`config.mk`:
```
export PLATFORM = sky130hd
export DESIGN_NAME = pipe_hazard_ctrl
export DESIGN_NICKNAME = d
export VERILOG_FILES = /design/src/rtl/pipe_hazard_ctrl.sv
export SDC_FILE = /design/constraint.sdc
export NUM_CORES = 1
export LEC_CHECK = 0
export ABC_AREA = 1
export ABC_CLOCK_PERIOD_IN_PS = 3700
export BUFFER_PORTS_ARGS = -buffer_cell sky130_fd_sc_hd__buf_4
export CORE_MARGIN = 10
export CORE_UTILIZATION = 52
export DETAILED_ROUTE_END_ITERATION = 7
export PLACE_DENSITY_LB_ADDON = 0.25
export SYNTH_ARGS = -nofsm -noshare
export SYNTH_HDL_FRONTEND = slang
export SYNTH_SLANG_ARGS = --single-unit
```
`constraint.sdc`:
```
create_clock -name clk -period 3.7 [get_ports clk]
set_input_delay 0.555 -clock clk [delete_from_list [all_inputs] [get_ports clk]]
set_output_delay 0.555 -clock clk [all_outputs]
set_load 0.05 [all_outputs]
```
`src/rtl/pipe_hazard_ctrl.sv`:
```
// Pipeline hazard sequencer for the 5-stage core: EX operand forwarding, load-use stalls,
// branch/trap flushes and LSU back-pressure. Define PIPE_CTRL_MD_EN to add the mul/div handshake.
`timescale 1ns / 1ps

module pipe_hazard_ctrl #(
    parameter int RF_AW      = 5,
    parameter int MD_TIMEOUT = 64
) (
    input  logic             clk,
    input  logic             rst,
    input  logic             id_rs1_rd_i,
    input  logic             id_rs2_rd_i,
    input  logic [RF_AW-1:0] id_rs1_addr_i,
    input  logic [RF_AW-1:0] id_rs2_addr_i,
    input  logic             id_reg_wen_i,
    input  logic [RF_AW-1:0] id_reg_waddr_i,
    input  logic             id_mem_rd_i,
    input  logic             id_md_instr_i,
    input  logic             ex_take_branch_i,
    input  logic             mem_exception_i,
    input  logic             trap_ack_i,
    input  logic             lsu_busy_i,
    input  logic             md_done_i,
    output logic             md_start_o,
    output logic             md_timeout_o,
    output logic             op1_fwd_mem_o,
    output logic             op1_fwd_wb_o,
    output logic             op2_fwd_mem_o,
    output logic             op2_fwd_wb_o,
    output logic             if_stall_o,
    output logic             id_stall_o,
    output logic             ex_stall_o,
    output logic             id_flush_o,
    output logic             if_flush_o,
    output logic             mem_flush_o
);

    typedef enum logic [1:0] {
        ST_RUN     = 2'd0,
        ST_MD_WAIT = 2'd1,
        ST_TRAP    = 2'd2
    } state_e;

    state_e           state_q, state_d;
    logic             rst_dly_q;
    logic             ex_wen_q, ex_load_q, mem_wen_q;
    logic [RF_AW-1:0] ex_waddr_q, mem_waddr_q;

    logic out_en, in_trap, in_wait;
    logic md_release, md_expire, md_start;
    logic exc_now, trap_flush, branch, hold, load_use;
    logic id_flush, ex_stall, fwd_ok;
    logic rs1_ex_hit, rs2_ex_hit, rs1_mem_hit, rs2_mem_hit;

    // Outputs stay quiet during reset and for the first cycle after it.
    assign out_en  = !rst && !rst_dly_q;
    assign in_trap = out_en && (state_q == ST_TRAP);

`ifdef PIPE_CTRL_MD_EN
    localparam int CNT_W = $clog2(MD_TIMEOUT + 1);

    logic [CNT_W-1:0] md_cnt_q;
    logic             in_run;

    assign in_run     = out_en && (state_q == ST_RUN);
    assign in_wait    = out_en && (state_q == ST_MD_WAIT);
    assign md_release = in_wait && md_done_i;
    assign md_expire  = in_wait && !md_done_i && (md_cnt_q == CNT_W'(MD_TIMEOUT));
    assign md_start   = in_run && id_md_instr_i && !hold && !load_use && !id_flush;

    // Counts MD_WAIT cycles; reads zero on the first cycle of every wait.
    always_ff @(posedge clk) begin
        if (rst) begin
            md_cnt_q <= '0;
        end else if (state_q == ST_MD_WAIT) begin
            md_cnt_q <= md_cnt_q + CNT_W'(1);
        end else begin
            md_cnt_q <= '0;
        end
    end
`else
    localparam int unused_md_timeout = MD_TIMEOUT;
    logic          unused_md_inputs;

    assign unused_md_inputs = id_md_instr_i | md_done_i;
    assign in_wait          = 1'b0;
    assign md_release       = 1'b0;
    assign md_expire        = 1'b0;
    assign md_start         = 1'b0;
`endif

    // A timeout is handled exactly like a MEM-stage exception.
    assign exc_now    = out_en && !in_trap && (mem_exception_i || md_expire);
    assign trap_flush = in_trap || exc_now;
    assign branch     = out_en && !trap_flush && ex_take_branch_i;
    assign hold       = out_en && !trap_flush && (lsu_busy_i || (in_wait && !md_release));

    // Register x0 is never a producer, so a zero index never matches.
    assign rs1_ex_hit  = id_rs1_rd_i && ex_wen_q  && (ex_waddr_q  != '0) && (ex_waddr_q  == id_rs1_addr_i);
    assign rs2_ex_hit  = id_rs2_rd_i && ex_wen_q  && (ex_waddr_q  != '0) && (ex_waddr_q  == id_rs2_addr_i);
    assign rs1_mem_hit = id_rs1_rd_i && mem_wen_q && (mem_waddr_q != '0) && (mem_waddr_q == id_rs1_addr_i);
    assign rs2_mem_hit = id_rs2_rd_i && mem_wen_q && (mem_waddr_q != '0) && (mem_waddr_q == id_rs2_addr_i);

    assign load_use = out_en && !trap_flush && !branch && !hold && ex_load_q && (rs1_ex_hit || rs2_ex_hit);

    assign id_flush = trap_flush || branch || load_use;
    assign ex_stall = hold;
    assign fwd_ok   = out_en && !id_flush;

    assign md_start_o    = md_start;
    assign md_timeout_o  = md_expire;
    assign op1_fwd_mem_o = fwd_ok && rs1_ex_hit;
    assign op1_fwd_wb_o  = fwd_ok && rs1_mem_hit && !rs1_ex_hit;
    assign op2_fwd_mem_o = fwd_ok && rs2_ex_hit;
    assign op2_fwd_wb_o  = fwd_ok && rs2_mem_hit && !rs2_ex_hit;
    assign if_stall_o    = hold || load_use;
    assign id_stall_o    = hold || load_use;
    assign ex_stall_o    = ex_stall;
    assign id_flush_o    = id_flush;
    assign if_flush_o    = trap_flush || branch;
    assign mem_flush_o   = trap_flush;

    always_comb begin
        // NOTE: default first so every path assigns state_d and no latch is inferred.
        state_d = state_q;
        case (state_q)
            ST_RUN: begin
                if (exc_now) begin
                    state_d = ST_TRAP;
                end else if (md_start) begin
                    state_d = ST_MD_WAIT;
                end
            end
            ST_MD_WAIT: begin
                if (exc_now) begin
                    state_d = ST_TRAP;
                end else if (md_release) begin
                    state_d = ST_RUN;
                end
            end
            ST_TRAP: begin
                if (out_en && trap_ack_i) begin
                    state_d = ST_RUN;
                end
            end
            default: state_d = ST_RUN;
        endcase
    end

    // NOTE: non-blocking assignments so every register samples pre-edge values.
    always_ff @(posedge clk) begin
        if (rst) begin
            state_q     <= ST_RUN;
            rst_dly_q   <= 1'b1;
            ex_wen_q    <= 1'b0;
            ex_waddr_q  <= '0;
            ex_load_q   <= 1'b0;
            mem_wen_q   <= 1'b0;
            mem_waddr_q <= '0;
        end else begin
            state_q   <= state_d;
            rst_dly_q <= 1'b0;
            if (!ex_stall) begin
                mem_wen_q   <= ex_wen_q;
                mem_waddr_q <= ex_waddr_q;
                ex_wen_q    <= !id_flush && id_reg_wen_i;
                ex_waddr_q  <= id_flush ? '0 : id_reg_waddr_i;
                ex_load_q   <= !id_flush && id_mem_rd_i;
            end
        end
    end

endmodule

```
* Word-level counts from Yosys, hierarchy flattened
Index checks and enable logic that the tools add are counted.
** Storage, ports and cells
- Flip-flop bits (word level) :: 16
- Input bits :: 27
- Output and inout port bits :: 12
- Logic and storage cells :: 72
** Cells by class
- Equal/unequal tests :: 8
- Mux-type cells :: 5
- Reductions and logical operators :: 52
** Operators by type and width (count)
- 1-bit logical AND :: 33
- 5-bit equality test :: 4
- 5-bit nonzero test :: 2
- 1-bit zero test :: 9
- 1-bit logical OR :: 5
- 5-bit 2-to-1 mux :: 1
- 2-bit 2-to-1 mux :: 2
- 2-bit by 1-bit inequality test with 1-bit output, second input constant :: 2
- 2-bit one-hot mux with 2 select lines :: 1
- 2-bit by 1-bit equality test with 1-bit output, second input constant :: 1
- 2-bit equality test, second input constant :: 1
- 2-bit zero test :: 1
- 2-bit AND reduction :: 1
- 2-bit OR reduction :: 1
- 1-bit 2-to-1 mux :: 1

* Longest topological paths before layout
- Depth after elaboration :: 20
- Mapped depth :: 11
- Mapped depth without buffers :: 11

* Worst setup path after synthesis
OpenSTA, ideal clock, no wires.
- Path kind :: input port to output port
- Start :: in rst
- End :: out op1_fwd_wb_o
- Arrival time :: 2044 ps
- Data required time :: 3145 ps
- Setup slack :: 1101 ps
- Cell stages on the path :: 7
- Path buffers :: 0
- Path through :: nor2_4 nand3_4 inv_2 nor2_1 nand2_4 nand3_2 nor2_1
** Between the ends
- Elaborated cells between the ends (all ways) :: 23
- Those cells by class :: 23 x reduce/logical
** RTL lines
- from (decl) :: line 10 : input logic rst,
- 1-bit zero test (*) :: line 56 : assign out_en = !rst && !rst_dly_q;
- 1-bit logical AND (*) :: line 56
- 1-bit logical AND :: line 57 : assign in_trap = out_en && (state_q == ST_TRAP);
- 1-bit zero test :: line 93 : assign exc_now = out_en && !in_trap && (mem_exception_i || md_expire);
- 1-bit logical AND (2 in a row) :: line 93
- 1-bit logical OR :: line 94 : assign trap_flush = in_trap || exc_now;
- 1-bit zero test :: line 96 : assign hold = out_en && !trap_flush && (lsu_busy_i || (in_wait && !md_release));
- 1-bit logical AND (*) (2 in a row) :: line 96
- named net ex_stall_o :: line 32 : output logic ex_stall_o,
- 1-bit zero test (*)
- 1-bit logical AND (*) (3 in a row) :: line 104 : assign load_use = out_en && !trap_flush && !branch && !hold && ex_load_q && (rs1_ex_hit || rs2_ex_hit);
- 1-bit logical OR (*) :: line 106 : assign id_flush = trap_flush || branch || load_use;
- 1-bit zero test (*) :: line 108 : assign fwd_ok = out_en && !id_flush;
- 1-bit logical AND (*) :: line 108
- 1-bit logical AND (*) (2 in a row) :: line 113 : assign op1_fwd_wb_o = fwd_ok && rs1_mem_hit && !rs1_ex_hit;
- to (decl) :: line 27 : output logic op1_fwd_wb_o,
The timed path passes the listed nets; every way through them passes the cells marked *.

* Worst setup path in the final report
- Start :: in rst
- End :: out op2_fwd_wb_o
** Between the ends
- Cells in the longest elaborated chain, start to end :: 20
- Elaborated cells between the ends (all ways) :: 23
- Those cells by class :: 23 x reduce/logical
** RTL lines
- 1-bit zero test (*) :: line 56
- 1-bit logical AND (*) :: line 56
- 1-bit logical AND :: line 57
- 1-bit zero test :: line 93
- 1-bit logical AND (2 in a row) :: line 93
- 1-bit logical OR :: line 94
- 1-bit zero test :: line 95, 96, 104
- 1-bit logical AND :: line 95, 96, 104
- 1-bit logical AND :: line 95 : assign branch = out_en && !trap_flush && ex_take_branch_i;
- 1-bit zero test :: line 104
- 1-bit logical AND (4 in a row) :: line 104
- 1-bit logical OR :: line 106
- 1-bit zero test :: line 108
- 1-bit logical AND (*) :: line 108
- 1-bit logical AND (*) (2 in a row) :: line 115 : assign op2_fwd_wb_o = fwd_ok && rs2_mem_hit && !rs2_ex_hit;
- to (decl) :: line 29 : output logic op2_fwd_wb_o,
Every way passes the cells marked *; elsewhere a longest branch is shown, timed or not.

==> reports/qor.yml <==
clock_tree:
  clk_pin_slew_ps: 90
  cts_buffers: 3
  cts_tree: "done"
  cts-root-buf: "clkbuf_4"
  ctsResizeCount: 0
  insertion_delay_ps: 280
  cts_setup_buffers: 0
  clock-sinks: 15
  cts.path.max_buffers: 2
  htree_levels: 1
  hold_buffers: 0
yosys:
  synthSimpleGateAreaFrac: 0.397
  synthMuxAreaShare: 0
  async_reset_ff_frac: 0
  synth_top_family_by_area: "simple AND/OR/NAND/NOR gates"
  synth.most_common_cell: "nand2_1"
  synth_adder_area_share: 0
  synth_top_area_frac: 0.288
  postSynthCellCount: 167
  synth_edf_count: 0
  yosysSeqAreaShare: 0.288
  synthFlopType: "dfxtp_1"
  synth_area_leader_cell: "dfxtp_1"
  synth_top_cells_by_count: "nand2_1, nand3_1, dfxtp_1, inv_1, nor2_1"
  syn_avg_cell_area_um2: 6.24
  syn-cell-area_um2: 1040
  synth.area.top_cells: "dfxtp_1, nand2_1, nand3_1"
  post_synth_xor_area_fraction: 0.0168
  synth_cell_types: 30
  synth_compound_area_frac: 0.170
  ys.warnings.count: 0
  ys_ff_latch: 15
placed_design:
  globalplace.congestion: 0.891
  dp_slack_ps: 1250
  portBuffers: 34
  dp_hpwl_mm: 2.42
worst_setup_path:
  reg2reg_slack_ps: 2180
  crit_required_ps: 3140
  rr_worst_depth: 7
  cp_slowest_cell: "nand3_4"
  crit_path_cell_trace: "buf_4 > nor2_4 > nand3_4 > inv_2 > nor2_1 > nand2_4 > nand3_2 > nor2_1 > buf_4"
  crit_end: "op2_fwd_wb_o"
  critPathLaunchType: "input port"
  r2r-start: "rst_dly_q"
  crit_fanout: 28
  path_class: "in2out"
  endpoint_kind: "output port"
  slowest_delay_ps: 270
  crit_start: "rst"
  r2r-end: "ex_load_q"
  worst_ep_arrival_time_ps: 1920
global_route:
  antenna_found_initial: 0
  grt_pass1_vias: 1118
  grt_start_max_net_pins: 29
  grt_first_pass_wirelength_mm: 4.84
  grt_overflow: 0
  grt_use_total: 0.138
floorplan:
  num_rows: 16
  core-area_um2: 1940
  initial_utilization: 0.537
  die_h_um: 64.8
  ios: 39
  die_x_um: 64.8
  dieArea_um2: 4200
power_and_ir_drop:
  power.total_mw: 0.382
  p_per_area_nw_per_um2: 288
  power_frac_seq: 0.480
  comb_power_share: 0.285
  clkPwrFrac: 0.235
  power.leakage_nw: 0.661
  power_switching_mw: 0.125
  vdd_ir_drop_max_mv: 0.220
  swShare: 0.327
  intPower_mw: 0.257
final_layout:
  final_nets: 228
  nFillCells: 183
  syn2layout_area_growth_pct: 27.3
  num_antenna_cells: 0
  layout-drive-gt1-share: 0.290
sta:
  hold_viol_final: 0
  skew_ps: 13.4
  finalCritPeriodShare: 0.668
  drv_slew: 0
  setup_tns_ps: 0
  setup_violations: 0
  fin_ws_ps: 1230
  timing.hold.ws_ps: 429
  grt_setup_unrepaired: "false"
  fmax_mhz: 405
  finalCriticalPeriod_ps: 2470
run_status:
  status: "finished, final reports clean"
hold_path:
  hold_path.class: "in2reg"
run:
  cap_violations: 0
detailed_routing:
  vias_per_cell: 5.11
  vias: 1159
  drtPass1Iterations: 4
  initialDrtViolationCount: 43
  wl_mm: 2.96
  wl_per_cell_um: 13.0
  ant_nets: 0
  drc: 0
cells by family (layout without fill, tap and decap cells):
| logic type | count (synthesis) | after routing |
|---|---|---|
| simple gates | 86 | 86 |
| compound gates | 32 | 32 |
| buf+inv | 31 | 63 |
| flops | 15 | 15 |
| xor+xnor | 2 | 2 |
| other cells | 1 | 2 |
cells in the final DEF (no fill, tap or decap), types with 3 or more instances in the layout:
master | synthesis | layout
nor2_1 | 14 | 14
clkbuf_4 | 0 | 3
nand2_1 | 42 | 42
inv_1 | 15 | 15
a21oi_1 | 11 | 11
buf_4 | 3 | 34
nand3_1 | 16 | 16
dfxtp_1 | 15 | 15
o21ai_1 | 6 | 6
o21ai_0 | 8 | 8
inv_2 | 10 | 10
o22ai_1 | 3 | 3
sequential cells by signal, summed over array words and instances, names as in the netlist:
name,count
mem_waddr_q,5
ex_wen_q,1
state_q,1
rst_dly_q,1
ex_load_q,1
ex_waddr_q,5
mem_wen_q,1
area by class of cell:
class	count	area, um2	share of cell area
sequential	15	300	0.226
tap	27	33.8	0.0255
inverter	25	93.8	0.0708
clock buffer	4	26.3	0.0198
timing repair buffer	34	255	0.192
multi-input combinational	122	617	0.465
per-stage QoR:
| step | cells | util | cell area (um2) |
|---|---|---|---|
| floorplan | 168 | - | 1050 |
| global placement | 223 | 0.669 | 1300 |
| detailed placement | 223 | 0.669 | 1300 |
| CTS | 227 | 0.683 | 1330 |
| global route | 227 | 0.683 | 1330 |
| finish | 227 | 0.683 | 1330 |
worst max-delay path, delay by kind of cell:
kind,cells,cell delay (ps)
buffers and inverters,3,470
and+or+nand+nor,6,890
power by group through the flow:
| stage | sequential [mW] | clock (mW) | combinational [mW] |
|---|---|---|---|
| after floorplan | 0.183 | 0 | 0.0705 |
| after detailed placement | 0.187 | 0 | 0.108 |
| after global routing | 0.185 | 0.103 | 0.121 |
| final | 0.183 | 0.0899 | 0.109 |
| after global placement | 0.186 | 0 | 0.105 |
| after CTS | 0.183 | 0.0921 | 0.109 |
how the worst min path moves through the flow:
stage,start,cells after the start,slack [ps],endpoint
4_1_cts,rst,1,430,rst_dly_q
2_1_floorplan,ex_wen_q,2,460,mem_wen_q
3_5_place_dp,ex_wen_q,2,490,mem_wen_q
5_1_grt,rst,1,420,rst_dly_q
6_report,rst,1,430,rst_dly_q
3_3_place_gp,ex_wen_q,2,480,mem_wen_q
layer usage:
metal | routed length (um) | track usage
met2 | 1470 | 0.240
met3 | 188 | 0.0430
met1 | 1220 | 0.145
met5 | 0 | 0
met4 | 82 | 0.0775
Note: power is estimated with default switching activity, not from simulation.
